$ cat src/rtl/blk_15c3c0.sv
// Traffic initiator for a 1r1w synchronous byte-masked memory: fill, masked overwrite, read-back compare.
// Define BSG_MEM_TESTER_RAW_CHECK_EN to add a same-address read/write collision phase before the drain.
//
//   state   | meaning
//   --------+-----------------------------------------------------------
//   S_IDLE  | waiting for start_i; results of last run held
//   S_FILL  | full-word write of P(a) to every address
//   S_MASK  | byte-masked write of ~P(a) under M(a), leaving E(a) in memory
//   S_CHECK | read every address, compare one cycle later against E(a)
//   S_RAW   | read and write the same address together, expect new data ~E(a)
//   S_DRAIN | last read's compare completes
//   S_DONE  | one-cycle done pulse, pass/fail published
module blk_15c3c0 #(
    parameter int width_p = 64,
    parameter int els_p = 16,
    parameter int err_width_p = 16,
    localparam int data_width_in_bytes_lp = width_p >> 3,
    localparam int addr_width_lp = (els_p > 1) ? $clog2(els_p) : 1
) (
    input  logic                              clk_i,
    input  logic                              reset_n_i,
    input  logic                              start_i,
    input  logic [7:0]                        seed_i,
    output logic                              busy_o,
    output logic                              done_o,
    output logic                              pass_o,
    output logic [err_width_p-1:0]            error_count_o,
    output logic [addr_width_lp-1:0]          first_err_addr_o,
    output logic                              r_v_o,
    output logic [addr_width_lp-1:0]          r_addr_o,
    output logic                              w_v_o,
    output logic [addr_width_lp-1:0]          w_addr_o,
    output logic [width_p-1:0]                w_data_o,
    output logic [data_width_in_bytes_lp-1:0] w_mask_o,
    input  logic [width_p-1:0]                data_i
);

    typedef enum logic [2:0] {
        S_IDLE,
        S_FILL,
        S_MASK,
        S_CHECK,
        S_RAW,
        S_DRAIN,
        S_DONE
    } state_e;

    localparam logic [addr_width_lp-1:0] last_addr_lp = addr_width_lp'(els_p - 1);

    state_e                     state_r, state_nxt;
    logic [addr_width_lp-1:0]   addr_r, addr_nxt, addr_inc;
    logic                       addr_last;
    logic [7:0]                 seed_r, seed_nxt;

    logic                       pipe_v_r;
    logic                       pipe_raw_r;
    logic [addr_width_lp-1:0]   pipe_addr_r;

    logic [width_p-1:0]         cmp_data;
    logic                       mismatch;
    logic [err_width_p-1:0]     err_nxt;
    logic [addr_width_lp-1:0]   first_err_nxt;

    logic [width_p-1:0]                pat_nxt;
    logic [width_p-1:0]                exp_nxt;
    logic [data_width_in_bytes_lp-1:0] mask_nxt;

    // Byte k of word a is (seed + a*bytes + k) mod 256, summed at full width first.
    function automatic logic [width_p-1:0] pattern_word(input logic [7:0] s,
                                                         input logic [addr_width_lp-1:0] a);
        logic [31:0]        base;
        logic [width_p-1:0] w;
        base = 32'(s) + 32'(a) * 32'(data_width_in_bytes_lp);
        w = '0;
        for (int k = 0; k < data_width_in_bytes_lp; k++) begin
            w[8*k +: 8] = 8'(base + 32'(k));
        end
        return w;
    endfunction

    function automatic logic [data_width_in_bytes_lp-1:0] mask_word(input logic [addr_width_lp-1:0] a);
        logic [data_width_in_bytes_lp-1:0] m;
        m = '0;
        for (int k = 0; k < data_width_in_bytes_lp; k++) begin
            m[k] = ((k % 2) == 0) ^ a[0];
        end
        return m;
    endfunction

    function automatic logic [width_p-1:0] expect_word(input logic [7:0] s,
                                                        input logic [addr_width_lp-1:0] a);
        logic [width_p-1:0]                p;
        logic [data_width_in_bytes_lp-1:0] m;
        logic [width_p-1:0]                e;
        p = pattern_word(s, a);
        m = mask_word(a);
        e = '0;
        for (int k = 0; k < data_width_in_bytes_lp; k++) begin
            e[8*k +: 8] = m[k] ? ~p[8*k +: 8] : p[8*k +: 8];
        end
        return e;
    endfunction

    assign addr_last = (addr_r == last_addr_lp);
    assign addr_inc  = addr_last ? '0 : addr_r + addr_width_lp'(1);

    always_comb begin
        state_nxt = state_r;
        addr_nxt  = addr_r;
        case (state_r)
            S_IDLE: begin
                if (start_i) begin
                    state_nxt = S_FILL;
                    addr_nxt  = '0;
                end
            end
            S_FILL: begin
                addr_nxt = addr_inc;
                if (addr_last) state_nxt = S_MASK;
            end
            S_MASK: begin
                addr_nxt = addr_inc;
                if (addr_last) state_nxt = S_CHECK;
            end
            S_CHECK: begin
                addr_nxt = addr_inc;
                if (addr_last) begin
`ifdef BSG_MEM_TESTER_RAW_CHECK_EN
                    state_nxt = S_RAW;
`else
                    state_nxt = S_DRAIN;
`endif
                end
            end
            S_RAW: begin
                addr_nxt = addr_inc;
                if (addr_last) state_nxt = S_DRAIN;
            end
            S_DRAIN: begin
                state_nxt = S_DONE;
                addr_nxt  = '0;
            end
            S_DONE:  state_nxt = S_IDLE;
            default: state_nxt = S_IDLE;
        endcase
    end

    // The seed must already be the new one for the first FILL word driven at the start edge.
    assign seed_nxt = (state_r == S_IDLE && start_i) ? seed_i : seed_r;
    assign pat_nxt  = pattern_word(seed_nxt, addr_nxt);
    assign exp_nxt  = expect_word(seed_nxt, addr_nxt);
    assign mask_nxt = mask_word(addr_nxt);

    assign cmp_data = pipe_raw_r ? ~expect_word(seed_r, pipe_addr_r) : expect_word(seed_r, pipe_addr_r);
    assign mismatch = pipe_v_r && (data_i != cmp_data);
    assign err_nxt  = (mismatch && (error_count_o != '1)) ? error_count_o + err_width_p'(1)
                                                          : error_count_o;
    assign first_err_nxt = (mismatch && (error_count_o == '0)) ? pipe_addr_r : first_err_addr_o;

    always_ff @(posedge clk_i or negedge reset_n_i) begin
        if (!reset_n_i) begin
            state_r          <= S_IDLE;
            addr_r           <= '0;
            seed_r           <= '0;
            pipe_v_r         <= 1'b0;
            pipe_raw_r       <= 1'b0;
            pipe_addr_r      <= '0;
            busy_o           <= 1'b0;
            done_o           <= 1'b0;
            pass_o           <= 1'b0;
            error_count_o    <= '0;
            first_err_addr_o <= '0;
            r_v_o            <= 1'b0;
            r_addr_o         <= '0;
            w_v_o            <= 1'b0;
            w_addr_o         <= '0;
            w_data_o         <= '0;
            w_mask_o         <= '0;
        end else begin
            state_r          <= state_nxt;
            addr_r           <= addr_nxt;
            seed_r           <= seed_nxt;
            pipe_v_r         <= r_v_o;
            pipe_addr_r      <= r_addr_o;
            pipe_raw_r       <= r_v_o & w_v_o;
            error_count_o    <= err_nxt;
            first_err_addr_o <= first_err_nxt;
            done_o           <= 1'b0;
            r_v_o            <= 1'b0;
            r_addr_o         <= '0;
            w_v_o            <= 1'b0;
            w_addr_o         <= '0;
            w_data_o         <= '0;
            w_mask_o         <= '0;

            if (state_r == S_IDLE && start_i) begin
                busy_o           <= 1'b1;
                pass_o           <= 1'b0;
                error_count_o    <= '0;
                first_err_addr_o <= '0;
            end

            // Bus outputs are registered from the next state so they line up with it.
            case (state_nxt)
                S_FILL: begin
                    w_v_o    <= 1'b1;
                    w_addr_o <= addr_nxt;
                    w_data_o <= pat_nxt;
                    w_mask_o <= '1;
                end
                S_MASK: begin
                    w_v_o    <= 1'b1;
                    w_addr_o <= addr_nxt;
                    w_data_o <= ~pat_nxt;
                    w_mask_o <= mask_nxt;
                end
                S_CHECK: begin
                    r_v_o    <= 1'b1;
                    r_addr_o <= addr_nxt;
                end
                S_RAW: begin
                    r_v_o    <= 1'b1;
                    r_addr_o <= addr_nxt;
                    w_v_o    <= 1'b1;
                    w_addr_o <= addr_nxt;
                    w_data_o <= ~exp_nxt;
                    w_mask_o <= '1;
                end
                S_DONE: begin
                    done_o <= 1'b1;
                    busy_o <= 1'b0;
                    pass_o <= (err_nxt == '0);
                end
                default: ;
            endcase
        end
    end

endmodule

$ cat config.mk
export PLATFORM = sky130hd
export DESIGN_NAME = blk_15c3c0
export DESIGN_NICKNAME = d
export VERILOG_FILES = /design/src/rtl/blk_15c3c0.sv
export SDC_FILE = /design/constraint.sdc
export NUM_CORES = 1
export LEC_CHECK = 0
export CAP_MARGIN = 15
export CORE_MARGIN = 4
export CORE_UTILIZATION = 48
export CTS_BUF_LIST = sky130_fd_sc_hd__clkbuf_8
export DETAILED_ROUTE_END_ITERATION = 6
export PLACE_DENSITY = 0.8
export SLEW_MARGIN = 40
export SYNTH_ARGS = -nofsm -noshare
export SYNTH_HDL_FRONTEND = slang
export SYNTH_SLANG_ARGS = --single-unit
$ cat constraint.sdc
create_clock -name clk_i -period 3.55 [get_ports clk_i]
set_input_delay 0.355 -clock clk_i [delete_from_list [all_inputs] [get_ports clk_i]]
set_output_delay 0.355 -clock clk_i [all_outputs]
set_load 0.05 [all_outputs]
## After elaboration in Yosys (flattened, before gate mapping)

Index checks and enable logic that the tools add are counted.

| storage, ports and cells | value |
|---|---|
| flip-flop bits (word level) | 126 |
| input port bits | 75 |
| output and inout bits | 105 |
| word-level logic and storage cells | 124 |

| cells by class | value |
|---|---|
| $add $sub $neg | 18 |
| eq/ne operators | 13 |
| multiplexer cells | 41 |
| bitwise operators | 21 |
| reductions and logical operators | 14 |

Operator list:

| cell | count |
|---|---|
| inverter 64 bit | 3 |
| one-hot mux 64 bit (3 select lines) | 1 |
| two-way mux 8 bit | 17 |
| inverter 8 bit | 16 |
| adder 8 x 3 -> 8 bit (second input constant) | 8 |
| two-way mux 64 bit | 1 |
| inequality test 64 bit | 1 |
| adder 8 x 2 -> 8 bit (second input constant) | 4 |
| zero test 16 bit | 2 |
| two-way mux 16 bit | 2 |
| two-way mux 4 bit | 6 |
| adder 16 x 1 -> 16 bit (second input constant) | 1 |
| adder 8 x 1 -> 8 bit (second input constant) | 2 |
| adder 8 x 7 -> 8 bit | 2 |
| inequality test 16 bit (second input constant) | 1 |
| one-hot mux 8 bit (2 select lines) | 1 |
| one-hot mux 3 bit (5 select lines) | 1 |
| equality test 3 x 2 -> 1 bit (second input constant) | 4 |
| equality test 3 bit (second input constant) | 4 |
| two-way mux 3 bit | 4 |
| one-hot mux 4 bit (3 select lines) | 1 |
| two-way mux 1 bit | 7 |
| equality test 3 x 1 -> 1 bit (second input constant) | 2 |
| OR reduction 2 bit | 3 |
| 9 further kinds | 13 |

## Longest topological paths before layout

| logic depth | value |
|---|---|
| word-level depth | 12 |
| mapped depth | 17 |
| depth with buffers taken out | 14 |

## Worst setup path before layout

OpenSTA, ideal clock, no wires.

| timing | value |
|---|---|
| path kind | register to register |
| start point | register state_r[1] |
| end point | register w_data_o[31] |
| setup time | 142 ps |
| arrival time | 3792 ps |
| data required time | 3408 ps |
| path slack | -385 ps |
| stages on the path, launching flop included | 15 |
| path buffers | 2 |
| clock period less this slack | 3935 ps |
| path through | dfrtp_1 -> nor2_1 -> and3_1 -> clkbuf_1 -> clkbuf_1 -> mux2_2 -> ha_1 -> a21o_1 -> a21oi_1 -> xnor2_1 -> nand4_1 -> nor2_1 -> xnor2_1 -> xnor2_1 -> o221ai_1 |

| between the ends | value |
|---|---|
| cells in the longest elaborated chain, start to end | 9 |
| elaborated cells between the ends (all ways) | 26 |
| classes of those cells | add/sub (2); eq/ne (8); mux (9); bitwise (3); reduce/logical (4) |

RTL lines:

| element | RTL line | RTL |
|---|---|---|
| from (decl) | 50 | `state_e state_r, state_nxt;` |
| from (signal assigned) | 180 | `state_r <= state_nxt;` |
| zero test 3 bit (*) | 149 | `assign seed_nxt = (state_r == S_IDLE && start_i) ? seed_i : seed_r;` |
| logical AND 1 bit (*) | 149 |  |
| two-way mux 8 bit (*) | 149 |  |
| named net seed_nxt[4] | 53 | `logic [7:0] seed_r, seed_nxt;` |
| adder 8 x 7 -> 8 bit (*) | 73 | `base = 32'(s) + 32'(a) * 32'(data_width_in_bytes_lp);` |
| adder 8 x 2 -> 8 bit (*) | 76 | `w[8*k +: 8] = 8'(base + 32'(k));` |
| inverter 8 bit | 99 | `e[8*k +: 8] = m[k] ? ~p[8*k +: 8] : p[8*k +: 8];` |
| two-way mux 8 bit | 99 |  |
| inverter 64 bit | 226 | `w_data_o <= ~exp_nxt;` |
| one-hot mux 64 bit (3 select lines) (*) | 204 | `case (state_nxt)` |
| to (signal assigned) | 208 | `w_data_o <= pat_nxt;` |
| to (signal assigned) | 214 | `w_data_o <= ~pat_nxt;` |
| to (signal assigned) | 226 |  |
| to (decl) | 33 | `output logic [width_p-1:0] w_data_o,` |

Mark *: on every way through the listed nets, which the timed path passes. The rest lies on a longest branch.
A chain may end at the register's enable or synchronous reset.

## Final worst setup path

| timing | value |
|---|---|
| start point | register seed_r[3] |
| end point | register pass_o |

| between the ends | value |
|---|---|
| cells in the longest elaborated chain, start to end | 12 |
| elaborated cells between the ends (all ways) | 32 |
| classes of those cells | add/sub (8); eq/ne (1); mux (11); bitwise (9); reduce/logical (3) |

RTL lines:

| element | RTL line | RTL |
|---|---|---|
| from (decl) | 53 |  |
| from (signal assigned) | 182 | `seed_r <= seed_nxt;` |
| adder 8 x 7 -> 8 bit (*) | 73 |  |
| adder 8 x 1 -> 8 bit (tied with other cells) | 76 |  |
| inverter 8 bit | 99 |  |
| two-way mux 8 bit | 99 |  |
| inverter 64 bit | 154 | `assign cmp_data = pipe_raw_r ? ~expect_word(seed_r, pipe_addr_r) : expect_word(seed_r, pipe_addr_r);` |
| two-way mux 64 bit (*) | 154 |  |
| inequality test 64 bit (*) | 155 | `assign mismatch = pipe_v_r && (data_i != cmp_data);` |
| logical AND 1 bit (*) | 155 |  |
| logical AND 1 bit (*) | 156 | `assign err_nxt = (mismatch && (error_count_o != '1)) ? error_count_o + err_width_p'(1)` |
| two-way mux 16 bit (*) | 156 |  |
| zero test 16 bit (*) | 232 | `pass_o <= (err_nxt == '0);` |
| two-way mux 1 bit (*) | 204 |  |
| to (signal assigned) | 232 |  |
| to (decl) | 26 | `output logic pass_o,` |

Every way passes the cells marked *; elsewhere a longest branch is shown, timed or not.

==> flow_summary.html <==
<table>
<tr><th>Metric</th><th>Value</th></tr>
<tr><th colspan="2">Timing</th></tr>
<tr><td>Fmax</td><td>between 0.2 and 0.3 GHz</td></tr>
<tr><td>Worst max-slew margin expressed relative to the limit</td><td>between 50% and 60%</td></tr>
<tr><td>Pins Over Slew Limit</td><td>0</td></tr>
<tr><td>Fin. Hold Viols</td><td>0</td></tr>
<tr><td>Final setup skew</td><td>about 0.014 ns</td></tr>
<tr><td>Final worst hold slack</td><td>0.430 ns</td></tr>
<tr><td>Setup Viol. Count Final</td><td>13</td></tr>
<tr><td>Final worst-path cycle share</td><td>107%</td></tr>
<tr><td>Final period demand of the worst path</td><td>around 3.8 ns</td></tr>
<tr><td>Slew @ Worst Pin</td><td>just over 0.7 ns</td></tr>
<tr><td>Setup repair after global routing missed its margin</td><td>yes</td></tr>
<tr><td>Smallest setup slack after layout</td><td>-0.266 ns</td></tr>
<tr><th colspan="2">Clock tree</th></tr>
<tr><td>Clock Latency Late Sink</td><td>around 0.38 ns</td></tr>
<tr><td>CTS H-Tree Depth</td><td>3</td></tr>
<tr><td>Total clock sinks</td><td>110</td></tr>
<tr><td>CTS Buf Count</td><td>9</td></tr>
<tr><td>Number of buffers on the longest clock path</td><td>2</td></tr>
<tr><td>Clock input transition at the sequential cells of the worst setup and hold paths</td><td>approximately 0.1 ns</td></tr>
<tr><td>TritonCTS clock tree</td><td>built</td></tr>
<tr><td>Clock tree root buffer cell</td><td>sky130_fd_sc_hd__clkbuf_8</td></tr>
<tr><th colspan="2">Die</th></tr>
<tr><td>Area of the die</td><td>18600 sq um</td></tr>
<tr><td>Std-Cell Rows</td><td>between 40 and 50</td></tr>
<tr><td>Count of boundary I/O pins</td><td>180</td></tr>
<tr><td>Height of the die</td><td>roughly 140 microns</td></tr>
<tr><td>Starting Density</td><td>49.4%</td></tr>
<tr><td>Chip width</td><td>137 microns</td></tr>
<tr><td>Core ar.</td><td>about 16000 sq um</td></tr>
<tr><th colspan="2">Critical path</th></tr>
<tr><td>Top fanout value on the critical path</td><td>7</td></tr>
<tr><td>Critical path's largest stage delay</td><td>~0.40 ns</td></tr>
<tr><td>Slowest stage cell on the critical path</td><td>sky130_fd_sc_hd__dfrtp_1</td></tr>
<tr><td>Worst Setup Start Kind</td><td>register</td></tr>
<tr><td>Crit. End Element</td><td>register</td></tr>
<tr><td>Data required time at the worst endpoint</td><td>a little under 4 ns</td></tr>
<tr><td>Ordered list of cells on the worst path</td><td>ha_2 &gt; fa_2 &gt; a21o_1 &gt; a21oi_4 &gt; xor2_4 &gt; mux2i_1 &gt; a2111oi_2 &gt; nand4_1 &gt; nor4_4 &gt; buf_4 &gt; and3b_1 &gt; mux2i_1 &gt; o2111a_1 &gt; o2111ai_1 &gt; o21ai_1</td></tr>
<tr><td>Most frequent cell on the critical path</td><td>sky130_fd_sc_hd__mux2i_1</td></tr>
<tr><td>Critical setup path kind</td><td>reg2reg</td></tr>
<tr><td>Depth of the worst register-to-register path</td><td>15</td></tr>
<tr><td>CP arrival</td><td>approximately 4.1 ns</td></tr>
<tr><th colspan="2">Yosys</th></tr>
<tr><td>Number of flops mapped to enable cells by yosys</td><td>0</td></tr>
<tr><td>Unique cell type count in the Yosys netlist</td><td>77</td></tr>
<tr><td>Synthesized Nets</td><td>about 980</td></tr>
<tr><td>Post-Syn Area</td><td>a little under 8000 sq um</td></tr>
<tr><td>Area contributors post-synth</td><td>sky130_fd_sc_hd__dfrtp_1, sky130_fd_sc_hd__xnor2_1, sky130_fd_sc_hd__mux2i_1</td></tr>
<tr><td>Synthesized flop and latch total</td><td>110</td></tr>
<tr><td>Async set-reset flop share out of synthesis</td><td>100%</td></tr>
<tr><td>Sequential-to-total area share from yosys stat</td><td>a little over a third</td></tr>
<tr><td>Synth Instances</td><td>876</td></tr>
<tr><td>Commonest cells post-synth</td><td>sky130_fd_sc_hd__dfrtp_1, sky130_fd_sc_hd__nor2_1, sky130_fd_sc_hd__xnor2_1</td></tr>
<tr><td>Mapped Avg Cell Area</td><td>9.06 sq um</td></tr>
<tr><td>Number of warnings reported in the yosys synthesis log</td><td>0</td></tr>
<tr><td>Share of the synthesized area in the top cell type</td><td>a little over a third</td></tr>
<tr><td>Post-synthesis cell type with the largest combined area</td><td>sky130_fd_sc_hd__dfrtp_1</td></tr>
<tr><td>Commonest register cell after synthesis</td><td>sky130_fd_sc_hd__dfrtp_1</td></tr>
<tr><td>Leading cell type by number of instances after synthesis</td><td>sky130_fd_sc_hd__dfrtp_1</td></tr>
<tr><th colspan="2">Hold path</th></tr>
<tr><td>Path type of the worst min-delay path</td><td>reg2reg</td></tr>
<tr><td>Hold Path Depth</td><td>0</td></tr>
<tr><th colspan="2">Placed design</th></tr>
<tr><td>Number of port buffers</td><td>between 150 and 200</td></tr>
<tr><td>Count of placed standard cells including taps</td><td>1288</td></tr>
<tr><td>Estimated wirelength of the detail-placed design</td><td>18100 microns</td></tr>
<tr><td>Final weighted congestion in routability-driven placement</td><td>0.968</td></tr>
<tr><td>Place WS</td><td>-0.333 ns</td></tr>
<tr><td>Standard cell area after detailed placement</td><td>around 10000 sq um</td></tr>
<tr><th colspan="2">Detailed routing</th></tr>
<tr><td>Routed length per instance</td><td>roughly 18 microns</td></tr>
<tr><td>Via-to-Cell Ratio</td><td>5.50</td></tr>
<tr><td>Via count</td><td>just over 7000</td></tr>
<tr><td>Number of search-and-repair iterations in the first detailed-routing pass</td><td>5</td></tr>
<tr><td>Number of DRC markers in iteration 0</td><td>523</td></tr>
<tr><td>Drt total wl</td><td>around 24000 microns</td></tr>
<tr><td>ANT nets after route</td><td>0</td></tr>
<tr><td>DRC violations left</td><td>0</td></tr>
<tr><th colspan="2">Layout</th></tr>
<tr><td>Layout Cells excl Fill</td><td>~1300</td></tr>
<tr><td>Synth-to-Final Area Change</td><td>36.0%</td></tr>
<tr><td>Number of fill cells</td><td>1214</td></tr>
<tr><td>Final core utilization</td><td>67.2%</td></tr>
<tr><td>Finished Cell Area</td><td>between 10000 and 15000 sq um</td></tr>
<tr><td>Total number of nets in the final design</td><td>~1200</td></tr>
<tr><td>Share of final-layout standard cells stronger than drive strength 1</td><td>between 10% and 20%</td></tr>
<tr><th colspan="2">Run</th></tr>
<tr><td>MaxCap Viol Count</td><td>0</td></tr>
<tr><th colspan="2">Global route</th></tr>
<tr><td>Wire length of the first global-routing pass</td><td>36800 microns</td></tr>
<tr><td>Total global routing overflow</td><td>0</td></tr>
<tr><td>Pin count of the biggest net entering global routing</td><td>between 60 and 70</td></tr>
<tr><td>Number of global-route vias before repair</td><td>6925</td></tr>
<tr><td>Number of antenna violations at the first check in global routing</td><td>1</td></tr>
<tr><td>Global-route usage over all layers</td><td>25.0%</td></tr>
<tr><th colspan="2">Power and ir drop</th></tr>
<tr><td>Static leakage</td><td>~4.8 nW</td></tr>
<tr><td>Worst VDD drop</td><td>around 0.19 mV</td></tr>
<tr><td>Power per unit of standard cell area</td><td>approximately 220 nW/um^2</td></tr>
<tr><th colspan="2">Status</th></tr>
<tr><td>Failing checks</td><td>negative setup slack</td></tr>
<tr><td>Status</td><td>finished with violations</td></tr>
</table>
## report_power, final
| part | switching, mW | internal [mW] |
|---|---|---|
| logic | 0.215 | 0.202 |
| registers | 0 | 1.26 |
| clock network | 0.435 | 0.258 |
| total | 0.649 | 1.72 |
## state kept, by name (all words and copies together) (netlist names), 2 cells and up
signal,count
r_addr_o,4
addr_r,4
w_mask_o,2
w_data_o,54
state_r,3
first_err_addr_o,4
w_addr_o,4
seed_r,8
error_count_o,16
pipe_addr_r,4
## cell type report
cell class | instances | area, sq um | share of cell area [%]
Antenna cell | 1 | 2.50 | 0.0232
Sequential cell | 110 | 2750 | 25.5
Tap cell | 216 | 270 | 2.51
Inverter | 30 | 113 | 1.04
Clock inverter | 7 | 50.0 | 0.464
Timing Repair Buffer | 267 | 2490 | 23.1
Clock buffer | 9 | 124 | 1.15
Multi-Input combinational cell | 670 | 4980 | 46.2
## routing by layer
metal | part of all wire, % | vias to the layer above | global-route usage (%)
li1 | - | 3470 | -
met1 | 44 | 3437 | 34.8
met5 | 0 | - | 0
met3 | 7.2 | 38 | 5.44
met2 | 47 | 266 | 40.2
met4 | 2.2 | 0 | 5.94
## worst paths after layout
check,from,slack (ns),endpoint
worst max-delay path,seed_r[3]$_DFF_PN0_,-0.27,pass_o$_DFFE_PN0P_
worst min-delay path,r_addr_o[0]$_DFF_PN0_,0.43,pipe_addr_r[0]$_DFF_PN0_
worst max register to register,seed_r[3]$_DFF_PN0_,-0.27,pass_o$_DFFE_PN0P_
worst min register to register,r_addr_o[0]$_DFF_PN0_,0.43,pipe_addr_r[0]$_DFF_PN0_
max in group asynchronous,reset_n_i,2.26,w_addr_o[1]$_DFF_PN0_
min in group asynchronous,reset_n_i,0.50,first_err_addr_o[0]$_DFFE_PN0P_
## cell families (layout without fill, tap and decap cells)
kind of cell / Yosys count / count (layout) / synth area share, %
compound gates: 152 / 152 / 13.1
xor+xnor: 125 / 125 / 15.6
fa+ha+maj: 31 / 31 / 5.08
buf+inv: 96 / 313 / 5.55
flops: 110 / 110 / 34.7
mux: 46 / 46 / 5.90
other cells: 0 / 1 / 0
simple gates: 316 / 316 / 20.1
## cell usage in the layout (no fill, tap or decap), types with 5 or more instances in the layout
cell type                         Yosys  layout
sky130_fd_sc_hd__a211oi_1             6       5
sky130_fd_sc_hd__a21o_1               6       6
sky130_fd_sc_hd__a21oi_1             47      45
sky130_fd_sc_hd__a22oi_1              6       5
sky130_fd_sc_hd__a31oi_1              5       5
sky130_fd_sc_hd__and2_1               6       6
sky130_fd_sc_hd__and3_1              13      12
sky130_fd_sc_hd__buf_4               18      82
sky130_fd_sc_hd__clkbuf_8             0       9
sky130_fd_sc_hd__clkdlybuf4s50_1      0     178
sky130_fd_sc_hd__dfrtp_1            110     110
sky130_fd_sc_hd__ha_1                29      28
sky130_fd_sc_hd__inv_1               30      31
sky130_fd_sc_hd__mux2_2               6       6
sky130_fd_sc_hd__mux2i_1             40      38
sky130_fd_sc_hd__nand2_1             66      64
sky130_fd_sc_hd__nand2b_1            11      11
sky130_fd_sc_hd__nand3_1             25      22
sky130_fd_sc_hd__nand3b_1             6       6
sky130_fd_sc_hd__nand4_1             13      13
sky130_fd_sc_hd__nor2_1              84      80
sky130_fd_sc_hd__nor2b_1             10       9
sky130_fd_sc_hd__nor3_1              43      42
sky130_fd_sc_hd__nor4_1               5       5
sky130_fd_sc_hd__o211ai_1             6       6
sky130_fd_sc_hd__o21ai_0             20      18
sky130_fd_sc_hd__o221ai_1            14      13
sky130_fd_sc_hd__xnor2_1             82      74
sky130_fd_sc_hd__xnor2_2              1       9
sky130_fd_sc_hd__xor2_1              33      30
## per-stage QoR
step / power (mW) / setup TNS [ns]
after detailed placement: 1.69 / -1.67
after floorplan: 1.50 / 0
after CTS: 2.38 / -0.580
after global routing: 2.47 / -5.12
final: 2.37 / -0.939
after global placement: 1.69 / -0.355
## timing repair
action                     in CTS  in global routing
buffers inserted                3                  0
resized for setup              27                  7
gates cloned                    1                  0
setup endpoints to repair      25                 28
hold buffers                    0                  1
pin swaps                      11                  3
hold endpoints to repair        0                 61
## critical path: cells and delay by family (launching register included)
family                   cells  cell delay [ns]
multiplexers                 2             0.28
buffers and inverters        1             0.20
adder cells (fa/ha/maj)      2             0.57
XOR/XNOR                     1             0.29
flip-flops                   1             0.40
AND/OR/NAND/NOR              3             0.74
AO/OA/AOI/OAI                6             1.28
No activity file was read; power rests on OpenSTA's default activity.
